`config.mk`:
```
export PLATFORM = sky130hd
export DESIGN_NAME = sum_accum_flat
export DESIGN_NICKNAME = d
export VERILOG_FILES = /design/src/rtl/sum_accum_if.sv /design/src/rtl/sum_accum.sv /design/src/flat_wrapper.sv
export SDC_FILE = /design/constraint.sdc
export NUM_CORES = 1
export LEC_CHECK = 0
export CELL_PAD_IN_SITES_DETAIL_PLACEMENT = 2
export CELL_PAD_IN_SITES_GLOBAL_PLACEMENT = 2
export CORE_ASPECT_RATIO = 2
export CORE_UTILIZATION = 29
export DETAILED_ROUTE_END_ITERATION = 8
export PLACE_DENSITY = 0.9
export SLEW_MARGIN = 5
export SYNTH_ARGS = -nofsm -noshare
export SYNTH_HDL_FRONTEND = slang
export SYNTH_SLANG_ARGS = --single-unit
```
`constraint.sdc`:
```
create_clock -name clk -period 3.1 [get_ports clk]
set_input_delay 0.31 -clock clk [delete_from_list [all_inputs] [get_ports clk]]
set_output_delay 0.31 -clock clk [all_outputs]
set_load 0.02 [all_outputs]
```
`src/rtl/sum_accum_if.sv`:
```
// ============================================================================
// Interface : sum_accum_if
// Purpose   : Input-sample and frame-result handshake bundle for sum_accum.
//             master = upstream producer / downstream consumer side,
//             slave  = the accumulator itself.
// Revision  : 1.0 - initial release
// ============================================================================
`default_nettype none

interface sum_accum_if #(
  parameter int WIDTH     = 32,
  parameter int ACC_WIDTH = 40
);
  logic [WIDTH-1:0]     sum;
  logic                 in_valid;
  logic                 in_ready;
  logic                 flush;
  logic [ACC_WIDTH-1:0] acc_out;
  logic                 out_valid;
  logic                 out_ready;
  logic [7:0]           count;
  logic                 ovf;

  modport master (
    output sum, in_valid, flush, out_ready,
    input  in_ready, acc_out, out_valid, count, ovf
  );

  modport slave (
    input  sum, in_valid, flush, out_ready,
    output in_ready, acc_out, out_valid, count, ovf
  );
endinterface

`default_nettype wire

```
`src/rtl/sum_accum.sv`:
```
// ============================================================================
// Module   : sum_accum
// Purpose  : Accumulates FRAME_LEN unsigned sum words (or fewer on flush)
//            into one frame total, then holds it until the consumer takes it.
// Options  : define SUM_ACCUM_SAT_EN to clamp the total at all-ones on
//            overflow instead of wrapping modulo 2^ACC_WIDTH.
// Revision : 1.0 - initial release
// ============================================================================
`default_nettype none

module sum_accum #(
  parameter int WIDTH     = 32,
  parameter int ACC_WIDTH = 40,
  parameter int FRAME_LEN = 8
) (
  input  wire logic    clk,
  input  wire logic    rst,
  sum_accum_if.slave   io_bus
);

  typedef enum logic [1:0] {
    S_IDLE  = 2'd0,
    S_ACCUM = 2'd1,
    S_HOLD  = 2'd2
  } state_t;

  localparam logic [7:0] c_frame_len = 8'(FRAME_LEN);

  state_t               r_state, w_state_nxt;
  logic [ACC_WIDTH-1:0] r_acc, w_acc_nxt;
  logic [7:0]           r_count, w_count_nxt;
  logic                 r_ovf, w_ovf_nxt;

  logic                 w_in_ready;
  logic                 w_accept;
  logic [ACC_WIDTH-1:0] w_sum_ext;
  logic [ACC_WIDTH:0]   w_add;
  logic                 w_carry;
  logic [ACC_WIDTH-1:0] w_acc_add;
  logic [7:0]           w_count_inc;

  // One extra bit on the adder exposes the carry out of the accumulator.
  assign w_sum_ext   = {{(ACC_WIDTH-WIDTH){1'b0}}, io_bus.sum};
  assign w_add       = {1'b0, r_acc} + {1'b0, w_sum_ext};
  assign w_carry     = w_add[ACC_WIDTH];
  assign w_count_inc = r_count + 8'd1;

`ifdef SUM_ACCUM_SAT_EN
  // Once the frame has overflowed the total stays pinned at all-ones.
  assign w_acc_add = (w_carry || r_ovf) ? {ACC_WIDTH{1'b1}} : w_add[ACC_WIDTH-1:0];
`else
  assign w_acc_add = w_add[ACC_WIDTH-1:0];
`endif

  assign w_in_ready       = (r_state != S_HOLD);
  assign w_accept         = io_bus.in_valid && w_in_ready;

  assign io_bus.in_ready  = w_in_ready;
  assign io_bus.out_valid = (r_state == S_HOLD);
  assign io_bus.acc_out   = r_acc;
  assign io_bus.count     = r_count;
  assign io_bus.ovf       = r_ovf;

  // Next-state and datapath update for the frame controller.
  always_comb begin
    w_state_nxt = r_state;
    w_acc_nxt   = r_acc;
    w_count_nxt = r_count;
    w_ovf_nxt   = r_ovf;
    case (r_state)
      S_IDLE: begin
        // First sample of a new frame; flush here only matters with an accept.
        if (w_accept) begin
          w_acc_nxt   = w_sum_ext;
          w_count_nxt = 8'd1;
          w_ovf_nxt   = 1'b0;
          w_state_nxt = ((c_frame_len == 8'd1) || io_bus.flush) ? S_HOLD : S_ACCUM;
        end
      end
      S_ACCUM: begin
        if (w_accept) begin
          w_acc_nxt   = w_acc_add;
          w_count_nxt = w_count_inc;
          w_ovf_nxt   = r_ovf | w_carry;
          if ((w_count_inc == c_frame_len) || io_bus.flush) begin
            w_state_nxt = S_HOLD;
          end
        end else if (io_bus.flush) begin
          w_state_nxt = S_HOLD;
        end
      end
      S_HOLD: begin
        // Result stays visible in IDLE until the next frame starts.
        if (io_bus.out_ready) begin
          w_state_nxt = S_IDLE;
        end
      end
      default: begin
        w_state_nxt = S_IDLE;
      end
    endcase
  end

  // State and datapath registers; reset discards any frame in progress.
  always_ff @(posedge clk) begin
    if (rst) begin
      r_state <= S_IDLE;
      r_acc   <= '0;
      r_count <= 8'd0;
      r_ovf   <= 1'b0;
    end else begin
      r_state <= w_state_nxt;
      r_acc   <= w_acc_nxt;
      r_count <= w_count_nxt;
      r_ovf   <= w_ovf_nxt;
    end
  end

endmodule

`default_nettype wire

```
`src/flat_wrapper.sv`:
```
// flat-port wrapper written by rule: the top's interface ports become plain ports
module sum_accum_flat 
#(
  parameter int WIDTH     = 32,
  parameter int ACC_WIDTH = 40,
  parameter int FRAME_LEN = 8
)
  (clk, rst, io_bus_sum, io_bus_in_valid, io_bus_flush, io_bus_out_ready, io_bus_in_ready, io_bus_acc_out, io_bus_out_valid, io_bus_count, io_bus_ovf);
  sum_accum_if #(.WIDTH(WIDTH), .ACC_WIDTH(ACC_WIDTH)) io_bus_i ();
  input  wire logic clk;
  input  wire logic rst;
  input wire logic [$bits(io_bus_i.sum)-1:0] io_bus_sum;
  input wire logic [$bits(io_bus_i.in_valid)-1:0] io_bus_in_valid;
  input wire logic [$bits(io_bus_i.flush)-1:0] io_bus_flush;
  input wire logic [$bits(io_bus_i.out_ready)-1:0] io_bus_out_ready;
  output wire logic [$bits(io_bus_i.in_ready)-1:0] io_bus_in_ready;
  output wire logic [$bits(io_bus_i.acc_out)-1:0] io_bus_acc_out;
  output wire logic [$bits(io_bus_i.out_valid)-1:0] io_bus_out_valid;
  output wire logic [$bits(io_bus_i.count)-1:0] io_bus_count;
  output wire logic [$bits(io_bus_i.ovf)-1:0] io_bus_ovf;
  assign io_bus_i.sum = io_bus_sum;
  assign io_bus_i.in_valid = io_bus_in_valid;
  assign io_bus_i.flush = io_bus_flush;
  assign io_bus_i.out_ready = io_bus_out_ready;
  assign io_bus_in_ready = io_bus_i.in_ready;
  assign io_bus_acc_out = io_bus_i.acc_out;
  assign io_bus_out_valid = io_bus_i.out_valid;
  assign io_bus_count = io_bus_i.count;
  assign io_bus_ovf = io_bus_i.ovf;
  sum_accum #(.WIDTH(WIDTH), .ACC_WIDTH(ACC_WIDTH), .FRAME_LEN(FRAME_LEN)) u_core (.clk(clk), .rst(rst), .io_bus(io_bus_i));
endmodule
```
# Word-level counts from Yosys, hierarchy flattened
# Cells that the tools add are included.
classes:
  addsub: 2
  eq_ne: 9
  muxes: 16
  bitwise: 1
  n_reduce_logical: 6
op_table:
  columns: ["operator", "count"]
  rows:
  - ["$mux W40", 2]
  - ["$pmux W40 S2", 1]
  - ["$add A40 B32 Y41", 1]
  - ["$mux W8", 2]
  - ["$pmux W8 S2", 1]
  - ["$mux W2", 6]
  - ["$add A8 B1 Y8 const B", 1]
  - ["$eq A8 B4 Y1 const B", 1]
  - ["$pmux W2 S3", 1]
  - ["$ne A2 B1 Y1 const B", 2]
  - ["$ne A2 B2 Y1 const B", 2]
  - ["$reduce_and A4 Y1", 1]
  - ["$ne A3 B2 Y1 const B", 1]
  - ["$ne A3 B3 Y1 const B", 1]
  - ["$reduce_and A3 Y1", 1]
  - ["$eq A2 B1 Y1 const B", 1]
  - ["$eq A2 B2 Y1 const B", 1]
  - ["$logic_not A2 Y1", 1]
  - ["$mux W1", 2]
  - ["$pmux W1 S2", 1]
  - ["$reduce_bool A2 Y1", 1]
  - ["$logic_and A1 B1 Y1", 1]
  - ["$logic_or A1 B1 Y1", 1]
  - ["$or A1 B1 Y1", 1]
totals:
  register_bits: 51
  input_bits: 37
  output_inout_bits: 51

# Logic depth before layout (Yosys ltp)
logic_depth:
  depth_word: 6
  mapped_depth: 11
  mapped_depth_nobuf: 11

# Worst setup path after synthesis
# OpenSTA, ideal clock, no wires.
synth_path:
  path_kind: "register to register"
  startpoint: "reg u_core.r_acc[0] (netlist: u_core.io_bus.acc_out[0])"
  endpoint: "reg u_core.r_acc[30] (netlist: u_core.io_bus.acc_out[30])"
  setup_ns: 0.079
  arrival_ns: 2.722
  path_slack_ns: 0.299
  path_stages_with_launch: 12
  period_less_slack_ns: 2.801
  cell_sequence: "dfxtp_1 ha_1 inv_1 fa_1 and2b_1 o2111ai_1 a31oi_4 nand3b_4 and2_4 o41a_1 xor2_1 a211oi_2"
synth_via:
  elab_chain_cells: 3
synth_lines:
  columns: ["element", "line", "source"]
  rows:
  - ["start, declared", "sum_accum.sv:30", "logic [ACC_WIDTH-1:0] r_acc, w_acc_nxt;"]
  - ["start signal, assigned", "sum_accum.sv:113", "r_acc <= w_acc_nxt;"]
  - ["$add A40 B32 Y41", "sum_accum.sv:44", "assign w_add = {1'b0, r_acc} + {1'b0, w_sum_ext};"]
  - ["$mux W40", "sum_accum.sv:81", "if (w_accept) begin"]
  - ["$pmux W40 S2", "sum_accum.sv:70", "case (r_state)"]
# Every way passes these cells. The select of a mux whose other input is x is not followed.
# A chain may end at the register's enable or synchronous reset.

# Worst setup path in the final report
layout_path:
  startpoint: "in io_bus_sum[0]"
  endpoint: "reg u_core.r_acc[32] (netlist: u_core.io_bus.acc_out[32])"
layout_via:
  elab_chain_cells: 3
layout_lines:
  columns: ["element", "line", "source"]
  rows:
  - ["start, declared", "flat_wrapper.sv:12", "input wire logic [$bits(io_bus_i.sum)-1:0] io_bus_sum;"]
  - ["$add A40 B32 Y41", "sum_accum.sv:44", null]
  - ["$mux W40", "sum_accum.sv:81", null]
  - ["$pmux W40 S2", "sum_accum.sv:70", null]
# Every way passes these cells. The select of a mux whose other input is x is not followed.

==> key figures <==
CTS
  • CTS tree: yes
  • Clock Tree Buf Depth: 2
  • Clock Tree Root: clkbuf_16
  • H-tree depth: 2
  • Num CTS Buffers: 5
  • Hold-fix buffers, CTS: 0
  • Skew-Pair Late Insertion Delay: 0.31 ns
  • CTS clk-pin slew, worst paths: 0.08 ns
  • TritonCTS Sinks: 51

Power
  • Worst VDD drop: 0.220 mV
  • Leakage: 0.00224 uW
  • Internal power: 1450 uW
  • Comb power frac: 42.3%
  • Sequential share of power: 31.5%
  • Clock power share: 26.3%
  • Pwr Density: 425 nW/um^2
  • Sw Ratio: 38.6%
  • Power, Total: 2360 uW
  • Switch Pwr: 913 uW

Worst setup path
  • CP Capture Type: flop
  • Worst Setup Start Kind: input port
  • Largest delay share family, worst path: simple AND/OR/NAND/NOR gates
  • Slowest-stage cell, CP: or4_1
  • WP data required: 3.33 ns
  • Worst setup path class: in -> reg
  • Bufs and invs on worst path: 2
  • Crit-path max FO: 6
  • Crit-path cells: clkdlybuf4s50_1, ha_1, inv_1, fa_1, and2b_2, o2111ai_4, a31oi_4, nand3b_4, nand2_1, a2111oi_4, or4_1, a21oi_2
  • Critical Path Max Stage Delay: 0.54 ns
  • Arr. time, crit path: 3.27 ns

Synth
  • Synthesized cell area: 4080 um^2
  • Warnings from Yosys: 0
  • Yosys top cell area share: 25.0%
  • Yosys reg bits: 51
  • Most area-consuming cells after synthesis: dfxtp_1 25%, ha_1 10%, a21oi_1 6.3%
  • Post-synth EDFFs: 0
  • Cells after Synth: 532
  • Top-count cell post-synth: nor2_1
  • Post-synthesis sequential area ratio: 25.0%
  • Synth Flop Type: dfxtp_1
  • Async SR Flop Fraction: 0%
  • Cell taking the most area after synthesis: dfxtp_1
  • Avg Cell Area, Syn: 7.66 um^2
  • Post-synth cell types: 64
  • Top post-synthesis cells by count: 65 x nor2_1, 52 x nand2_1, 51 x a21oi_1, 51 x dfxtp_1, 33 x ha_1
  • Syn nets: 603

Die
  • Row count: 61
  • Chip width: 85.8 um
  • Starting Density: 29.5%
  • IO Count: 88
  • Die footprint: 14600 um^2
  • Chip Height: 170 um
  • Core Area: 13800 um^2

Routing
  • Drt drc: 0
  • Detailed Route WL: 17.8 mm
  • Max layer used: met4
  • Met2 Wirelength: 9.93 mm
  • First DRT Iteration DRCs: 186
  • First-pass iteration count of the detailed router: 5
  • Post-DR vias/cell: 5.72
  • Post-route ant nets: 0
  • DR vias: 4722
  • Routed met3 length: 486 um
  • WL/cell: 21.5 um
  • M1 WL: 6.23 mm

Global routing
  • GR Overflow Total: 0
  • Number of global-route vias before repair: 5285
  • Initial antenna violation count: 0
  • Total track usage: 24.6%
  • First-pass GRT wire length: 27.6 mm
  • Largest net degree at the start of global routing: 36

Cells and area
  • Area grow syn2layout: 36.3%
  • Share of cells above drive strength 1: 11.0%
  • Final #Nets: 707
  • N_diodes: 0

STA
  • Setup TNS Final: 0 ns
  • Final hold violations: 0
  • Final-report setup violation count: 0
  • Max Slew Vio Count: 0
  • Rel. slew slack: 52.7%
  • Slew @ Worst Pin: 0.707 ns
  • Min Tclk post-route: 3.04 ns
  • Max Fclk: 329 MHz
  • Clock Skew: 0.00923 ns
  • Final period utilization: 98.2%

Run status
  • Status: finished, final reports clean

Placement
  • Port-buffer cells: 87
  • Placer Congestion: 0.944
  • Post-DP HPWL: 13.6 mm

Worst hold path
  • Worst min path class: reg -> reg

Flow run
  • Max cap viols: 0
==> power groups by stage <==
stage	combinational (uW)	sequential [uW]	clock, uW
final	1000	744	621
after global routing	1080	749	660
after CTS	981	744	643
after detailed placement	968	758	0
after global placement	918	755	0
after floorplan	523	795	0
==> worst paths after layout <==
check,from,end,slack (ns),depth (start not counted)
max,io_bus_sum[0],u_core.io_bus.acc_out[32],0.06,12
min,u_core.io_bus.acc_out[39],u_core.io_bus.acc_out[39],0.49,2
max reg2reg,u_core.io_bus.acc_out[0],u_core.io_bus.acc_out[32],0.14,11
min reg2reg,u_core.io_bus.acc_out[39],u_core.io_bus.acc_out[39],0.49,2
==> layer usage <==
layer / vias up / track usage (%)
li1: 2172 / -
met1: 2337 / 23.2
met2: 145 / 49.0
met3: 68 / 2.19
met4: 0 / 15.5
met5: - / 0
==> worst reg2reg max path: cells and delay by family, from the launching register on <==
family,cells,cell delay [ns]
AO/OA/AOI/OAI,4,0.75
buffers and inverters,1,0.07
adder cells (fa/ha/maj),2,0.60
AND/OR/NAND/NOR,4,1.08
flip-flops,1,0.39
==> flip-flops by register name (all words and copies together) (netlist names) <==
register and cells:
u_core.io_bus.acc_out 40, u_core.io_bus.count 8, u_core.io_bus.ovf 1, u_core.r_state 2
==> metrics by stage <==
stage	std cells	setup WS (ns)	util (%)	hold slack [ns]	cell area, um^2
after CTS	824	0.0127	39.9	0.495	5510
after floorplan	532	0.299	-	0.460	4080
after global placement	816	-0.0834	38.7	0.466	5350
after detailed placement	816	-0.326	38.7	0.484	5350
final	826	0.0559	40.2	0.488	5560
after global routing	826	-0.0262	40.2	0.533	5560
==> repair_timing <==
item,4_1_cts,5_1_grt
setup endpoints to repair,0,5
resized for setup,0,6
setup buffers,0,2
==> cell type report <==
class	instances	area (um^2)
fill	1596	8260
multi-input combinational	439	2930
timing repair buffer	127	1170
sequential	51	1020
tap	189	236
clock buffer	6	139
inverter	12	45.0
clock inverter	2	16.3
==> cell usage in the layout, fill, tap and decap left out, types with 3 or more instances in the layout <==
master	n
a211o_1	3
a211oi_1	17
a21o_1	13
a21oi_1	50
a22oi_1	3
a311oi_1	9
a31oi_1	4
and3_1	7
buf_4	40
clkbuf_16	5
clkdlybuf4s50_1	87
dfxtp_1	51
ha_1	33
inv_1	12
mux2i_1	6
nand2_1	52
nand2b_1	4
nand3_1	13
nand3b_1	4
nand4_1	8
nor2_1	65
nor2b_1	3
nor3_1	15
o211ai_1	5
o21a_1	9
o21ai_0	26
o21bai_1	3
o22ai_1	8
o31ai_1	4
or3_1	3
or4_1	3
xnor2_1	18
xor2_1	9
==> kinds of logic after synthesis <==
family / count (synthesis) / share of synthesized area [%]
simple gates: 189 / 21.9
compound gates: 182 / 30.9
flops: 51 / 25.0
buf+inv: 42 / 4.08
fa+ha+maj: 34 / 10.6
xor+xnor: 28 / 6.02
mux: 6 / 1.47
Power figures use the tool's default switching activity.
